<file path="config.mk">
export PLATFORM = sky130hd
export DESIGN_NAME = load_store_unit
export DESIGN_NICKNAME = d
export VERILOG_FILES = /design/src/rtl/lsu_pkg.sv /design/src/rtl/lsu_load_align.sv /design/src/rtl/load_store_unit.sv
export SDC_FILE = /design/constraint.sdc
export NUM_CORES = 1
export LEC_CHECK = 0
export ABC_AREA = 1
export BUFFER_PORTS_ARGS = -buffer_cell sky130_fd_sc_hd__buf_2
export CORE_MARGIN = 8
export CORE_UTILIZATION = 49
export CTS_BUF_LIST = sky130_fd_sc_hd__clkbuf_16
export DETAILED_ROUTE_END_ITERATION = 10
export PLACE_DENSITY = 0.91
export SLEW_MARGIN = 20
export SYNTH_ARGS = -nofsm -noshare
export SYNTH_HDL_FRONTEND = slang
export SYNTH_HIERARCHICAL = 1
export SYNTH_SLANG_ARGS = --single-unit
</file>
<file path="constraint.sdc">
create_clock -name clk -period 1.8 [get_ports clk]
set_input_delay 0.36 -clock clk [delete_from_list [all_inputs] [get_ports clk]]
set_output_delay 0.36 -clock clk [all_outputs]
set_load 0.02 [all_outputs]
</file>
<file path="src/rtl/lsu_pkg.sv">
// lsu_pkg: shared encodings for the load/store unit.
// Holds the RV32I funct3 size/sign codes, the FSM state type and small
// decode helpers used by load_store_unit and lsu_load_align.
package lsu_pkg;

    // RV32I load/store funct3 encodings
    localparam logic [2:0] F3_LB  = 3'b000;
    localparam logic [2:0] F3_LH  = 3'b001;
    localparam logic [2:0] F3_LW  = 3'b010;
    localparam logic [2:0] F3_LBU = 3'b100;
    localparam logic [2:0] F3_LHU = 3'b101;

    // Access size codes
    localparam logic [1:0] SZ_BYTE = 2'd0;
    localparam logic [1:0] SZ_HALF = 2'd1;
    localparam logic [1:0] SZ_WORD = 2'd2;

    // FSM state type and encodings
    typedef logic [1:0] lsu_state_t;
    localparam lsu_state_t ST_IDLE   = 2'd0;
    localparam lsu_state_t ST_REQ    = 2'd1;
    localparam lsu_state_t ST_WAIT_R = 2'd2;
    localparam lsu_state_t ST_DONE   = 2'd3;

    // Access size; the undefined codes (011, 110, 111) fall through to word.
    function automatic logic [1:0] f3_size(input logic [2:0] f3);
        logic [1:0] sz;
        case (f3)
            F3_LB, F3_LBU: sz = SZ_BYTE;
            F3_LH, F3_LHU: sz = SZ_HALF;
            F3_LW:         sz = SZ_WORD;
            default:       sz = SZ_WORD;
        endcase
        return sz;
    endfunction

    // Natural-alignment check for the given size and low address bits.
    function automatic logic misaligned(input logic [2:0] f3, input logic [1:0] lo);
        logic m;
        case (f3_size(f3))
            SZ_HALF: m = lo[0];
            SZ_WORD: m = (lo != 2'b00);
            default: m = 1'b0;
        endcase
        return m;
    endfunction

endpackage

</file>
<file path="src/rtl/lsu_load_align.sv">
// lsu_load_align: picks the addressed byte/half out of a bus read word and
// sign- or zero-extends it; full words pass through unchanged.
module lsu_load_align
    import lsu_pkg::*;
(
    input  logic [31:0] rdata,
    input  logic [1:0]  addr_lo,
    input  logic [2:0]  funct3,
    output logic [31:0] result
);

    logic        [7:0]  byte_sel;
    logic        [15:0] half_sel;
    logic signed [7:0]  byte_s;
    logic signed [15:0] half_s;
    logic signed [31:0] byte_sx;
    logic signed [31:0] half_sx;

    // Lane select, extension and size mux
    always_comb begin
        case (addr_lo)
            2'd0:    byte_sel = rdata[7:0];
            2'd1:    byte_sel = rdata[15:8];
            2'd2:    byte_sel = rdata[23:16];
            default: byte_sel = rdata[31:24];
        endcase
        half_sel = addr_lo[1] ? rdata[31:16] : rdata[15:0];
        byte_s   = signed'(byte_sel);
        half_s   = signed'(half_sel);
        byte_sx  = 32'(byte_s);
        half_sx  = 32'(half_s);
        case (f3_size(funct3))
            SZ_BYTE: result = funct3[2] ? {24'd0, byte_sel} : unsigned'(byte_sx);
            SZ_HALF: result = funct3[2] ? {16'd0, half_sel} : unsigned'(half_sx);
            default: result = rdata;
        endcase
    end

endmodule

</file>
<file path="src/rtl/load_store_unit.sv">
// load_store_unit: single-outstanding RV32I load/store engine between the
// core and a valid/ready memory bus with a separate read-data valid.
// Optional macro LSU_MISALIGN_TRAP_EN: misaligned half/word accesses are
// reported through fault with no bus access; without it fault is tied low
// and the misaligned low address bits are ignored.
module load_store_unit
    import lsu_pkg::*;
(
    input  logic        clk,
    input  logic        rst_n,
    input  logic        req_valid,
    input  logic        req_we,
    input  logic [2:0]  req_funct3,
    input  logic [31:0] req_addr,
    input  logic [31:0] req_wdata,
    output logic        req_ready,
    output logic        done,
    output logic [31:0] ReadData,
    output logic        fault,
    output logic        mem_valid,
    input  logic        mem_ready,
    output logic        mem_we,
    output logic [31:0] mem_addr,
    output logic [31:0] mem_wdata,
    output logic [3:0]  mem_wstrb,
    input  logic [31:0] mem_rdata,
    input  logic        mem_rvalid
);

    lsu_state_t  state;
    lsu_state_t  state_nxt;
    logic [2:0]  funct3_q;
    logic [1:0]  addr_lo_q;
    logic        accept;
    logic        req_misaligned;
    logic        load_capture;
    logic [3:0]  st_strb;
    logic [31:0] st_lanes;
    logic [31:0] load_result;

    assign accept    = (state == ST_IDLE) && req_valid;
    assign req_ready = (state == ST_IDLE);
    assign mem_valid = (state == ST_REQ);
    assign done      = (state == ST_DONE);

`ifdef LSU_MISALIGN_TRAP_EN
    assign req_misaligned = misaligned(req_funct3, req_addr[1:0]);
`else
    assign req_misaligned = 1'b0;
`endif

    // A load result is taken either together with the request handshake or later in WAIT_R
    assign load_capture = mem_rvalid && !mem_we &&
                          (((state == ST_REQ) && mem_ready) || (state == ST_WAIT_R));

    // Store byte enables and lane-replicated store data
    always_comb begin
        case (f3_size(req_funct3))
            SZ_BYTE: begin
                st_strb  = 4'b0001 << req_addr[1:0];
                st_lanes = {4{req_wdata[7:0]}};
            end
            SZ_HALF: begin
                st_strb  = req_addr[1] ? 4'b1100 : 4'b0011;
                st_lanes = {2{req_wdata[15:0]}};
            end
            default: begin
                st_strb  = 4'b1111;
                st_lanes = req_wdata;
            end
        endcase
    end

    // Next-state logic
    always_comb begin
        state_nxt = state;
        case (state)
            ST_IDLE: begin
                if (req_valid) state_nxt = req_misaligned ? ST_DONE : ST_REQ;
            end
            ST_REQ: begin
                if (mem_ready) begin
                    if (mem_we || mem_rvalid) state_nxt = ST_DONE;
                    else                      state_nxt = ST_WAIT_R;
                end
            end
            ST_WAIT_R: begin
                if (mem_rvalid) state_nxt = ST_DONE;
            end
            default: state_nxt = ST_IDLE;
        endcase
    end

    // State register
    always_ff @(posedge clk or negedge rst_n) begin
        if (!rst_n) state <= ST_IDLE;
        else        state <= state_nxt;
    end

    // Request capture: bus-facing fields stay frozen until the next accept
    always_ff @(posedge clk or negedge rst_n) begin
        if (!rst_n) begin
            mem_we    <= 1'b0;
            mem_addr  <= 32'd0;
            mem_wdata <= 32'd0;
            mem_wstrb <= 4'd0;
            funct3_q  <= 3'd0;
            addr_lo_q <= 2'd0;
        end else if (accept) begin
            mem_we    <= req_we;
            mem_addr  <= {req_addr[31:2], 2'b00};
            mem_wdata <= st_lanes;
            mem_wstrb <= req_we ? st_strb : 4'b0000;
            funct3_q  <= req_funct3;
            addr_lo_q <= req_addr[1:0];
        end
    end

    lsu_load_align u_load_align (
        .rdata   (mem_rdata),
        .addr_lo (addr_lo_q),
        .funct3  (funct3_q),
        .result  (load_result)
    );

    // Load result register, only touched when a load completes
    always_ff @(posedge clk or negedge rst_n) begin
        if (!rst_n)            ReadData <= 32'd0;
        else if (load_capture) ReadData <= load_result;
    end

`ifdef LSU_MISALIGN_TRAP_EN
    logic fault_q;

    // Fault flag is high only in the DONE cycle that follows a trapped accept
    always_ff @(posedge clk or negedge rst_n) begin
        if (!rst_n) fault_q <= 1'b0;
        else        fault_q <= accept && req_misaligned;
    end

    assign fault = fault_q;
`else
    assign fault = 1'b0;
`endif

endmodule

</file>
==> metrics.yaml <==
fin_util_pct: 62.6
stdcell_count: 1015
yosysWarnings: 6
irDropWorstVdd_v: 0.00116
whs_ns: 0.0122
coreArea_sq_um: 10700
period_needed_ns: 1.62
cellPowerDensity_nw_per_um2: 1810
drt-initial-drc-count: 657
antenna_found_initial: 1
critPathKind: "register to output pin"
die_w_microns: 120
syn_area_sq_um: 5320
die_area_sq_um: 14400
critPathMaxFanout: 4
grt_max_degree: 70
rsz0062_at_grt: "no"
ioPinCount: 210
grt_usage_pct: 22.4
postRouteWirelength_microns: 16200
nNetsFinal: 979
numCtsBuffers: 9
arrival_ns: 1.26
rows: 38
fin_skew_ns: 0.00770
end_kind: "output pin"
cts-root-buf: "clkbuf_16"
wire_per_inst_microns: 16.0
synth.yosys.seq_area_share_pct: 49.9
cts_tree: "built"
vias: 5289
grt_pass1_vias: 5284
maxCapViolCount: 0
p_leak_uw: 0.00394
ys.flop_type: "dfrtp_1"
slew_headroom_pct: 65.6
n_fill_cell: 951
finalHoldViolCount: 0
setup_tns_ns: 0
drive_above_1_share_pct: 30.9
synth-seq-cells: 106
worstSkewPairLatency_ns: 0.34
synth_edf_count: 0
avgSynthCellArea_sq_um: 7.84
clk_pin_slew_ns: 0.07
multiInputGateArea_sq_um: 2300
async_flop_share_pct: 100
place_area_sq_um: 6430
cp_data_required_time_ns: 1.44
routabilityCongestion: 0.894
max_freq_mhz: 618
drc_errors: 0
start_util_pct: 49.7
start_kind: "register"
worst_slew_pin_slew_ns: 0.513
synth_cell_types: 27
fin_area_sq_um: 6690
viasPerCell: 5.21
synthCells: 679
grt_pass1_wl_microns: 26200
fp.dieH_microns: 120
setup_viol: 0
overflow: 0
portBuffers: 206
drtAntennaViolNets: 0
status: "finished clean"
cts_sinks: 106
syn2layout_area_growth_pct: 25.8
regArea_sq_um: 2650
dp_hpwl_microns: 12200
dp_cells: 999
htreeDepth: 3
firstDrtPassIters: 6
hp-class: "input pin to asynchronous set/reset pin"
ctsHoldBuffers: 0
max-clock-path-buffers: 2
maxSlewViolCount: 0
period_share_pct: 89.9
## cell usage in the layout, fill, tap and decap left out, types with 4 or more instances in the layout
master	instances
buf_2	205
nor2_1	24
nand2_1	331
inv_1	26
inv_2	4
buf_4	8
nand3_2	21
dfrtp_1	105
ha_1	4
o21ai_0	19
a21oi_1	19
nand3_1	55
buf_12	5
clkbuf_16	9
nand2_2	5
a31oi_1	8
o211ai_1	7
## where the power goes
group,switching [uW],leakage [uW],internal [uW]
Clock,855,0.000133,924
Sequential,687,0.00132,3460
Combinational,4120,0.00249,2050
## critical path, stage by stage (launching register included)
cell and delay, ns:
dfrtp_1 0.40, inv_1 0.10, ha_1 0.22, buf_2 0.19
## stage by stage
stage	setup WS (ns)	total power, uW
6_report	0.182	12100
5_1_grt	0.00928	13000
4_1_cts	0.107	12200
3_5_place_dp	0.129	10400
3_3_place_gp	0.217	10200
2_1_floorplan	0.347	8390
## cell usage after synthesis (all sizes together), types with 4 or more instances
cell type,n,area (sq um)
inv,30,115
o21ai,22,110
nand2,336,1270
nor2,26,108
dfrtp,106,2650
o211ai,7,52.6
clkbuf,10,37.5
buf,30,223
ha,4,50.1
nand3,77,503
a31oi,8,50.1
a21oi,19,95.1
## sequential cells by signal (all words and copies together) (netlist names)
register	count
ReadData	32
addr_lo_q	2
funct3_q	3
mem_addr	30
mem_wdata	32
mem_we	1
mem_wstrb	4
state	2
## repair_timing
action	4_1_cts	5_1_grt
gates resized for setup	0	1
setup buffers	0	0
endpoints found under the setup margin	0	3
## final timing paths
| check | start | endpoint | slack (ns) | cells past startpoint |
|---|---|---|---|---|
| setup / recovery | state[1]$_DFFE_PN0P_ | req_ready | 0.18 | 3 |
| hold / removal | rst_n | state[0]$_DFFE_PN0P_ | 0.01 | 2 |
| setup reg to reg | addr_lo_q[1]$_DFFE_PN0P_ | ReadData[28]$_DFFE_PN0P_ | 0.19 | 8 |
| hold reg to reg | ReadData[11]$_DFFE_PN0P_ | ReadData[11]$_DFFE_PN0P_ | 0.47 | 2 |
| max in group asynchronous | rst_n | addr_lo_q[1]$_DFFE_PN0P_ | 1.46 | 2 |
| min in group clk | req_addr[17] | mem_addr[17]$_DFFE_PN0P_ | 0.21 | 3 |
## per-layer routing
metal	wire [microns]	vias up	share of wire, %	GRT usage [%]
li1	-	2513	-	-
met1	6360	2454	39	26.8
met2	7670	296	47	37.0
met3	1920	24	12	8.62
met4	221	2	1.4	5.78
met5	13	-	0.080	0
## kinds of logic after synthesis
| family | synth area share (%) |
|---|---|
| compound gates | 6.07 |
| buf+inv | 7.06 |
| flops | 49.9 |
| other cells | 0.0705 |
| fa+ha+maj | 0.941 |
| simple gates | 36.0 |
## final cells by class
class	instances	share of cell area (%)
sequential	106	39.7
multi-input combinational	505	34.4
timing repair buffer	218	17.7
clock buffer	9	3.37
tap	140	2.62
inverter	30	1.72
clock inverter	6	0.523
antenna	1	0.0374
Note: power is estimated with default switching activity, not from simulation.
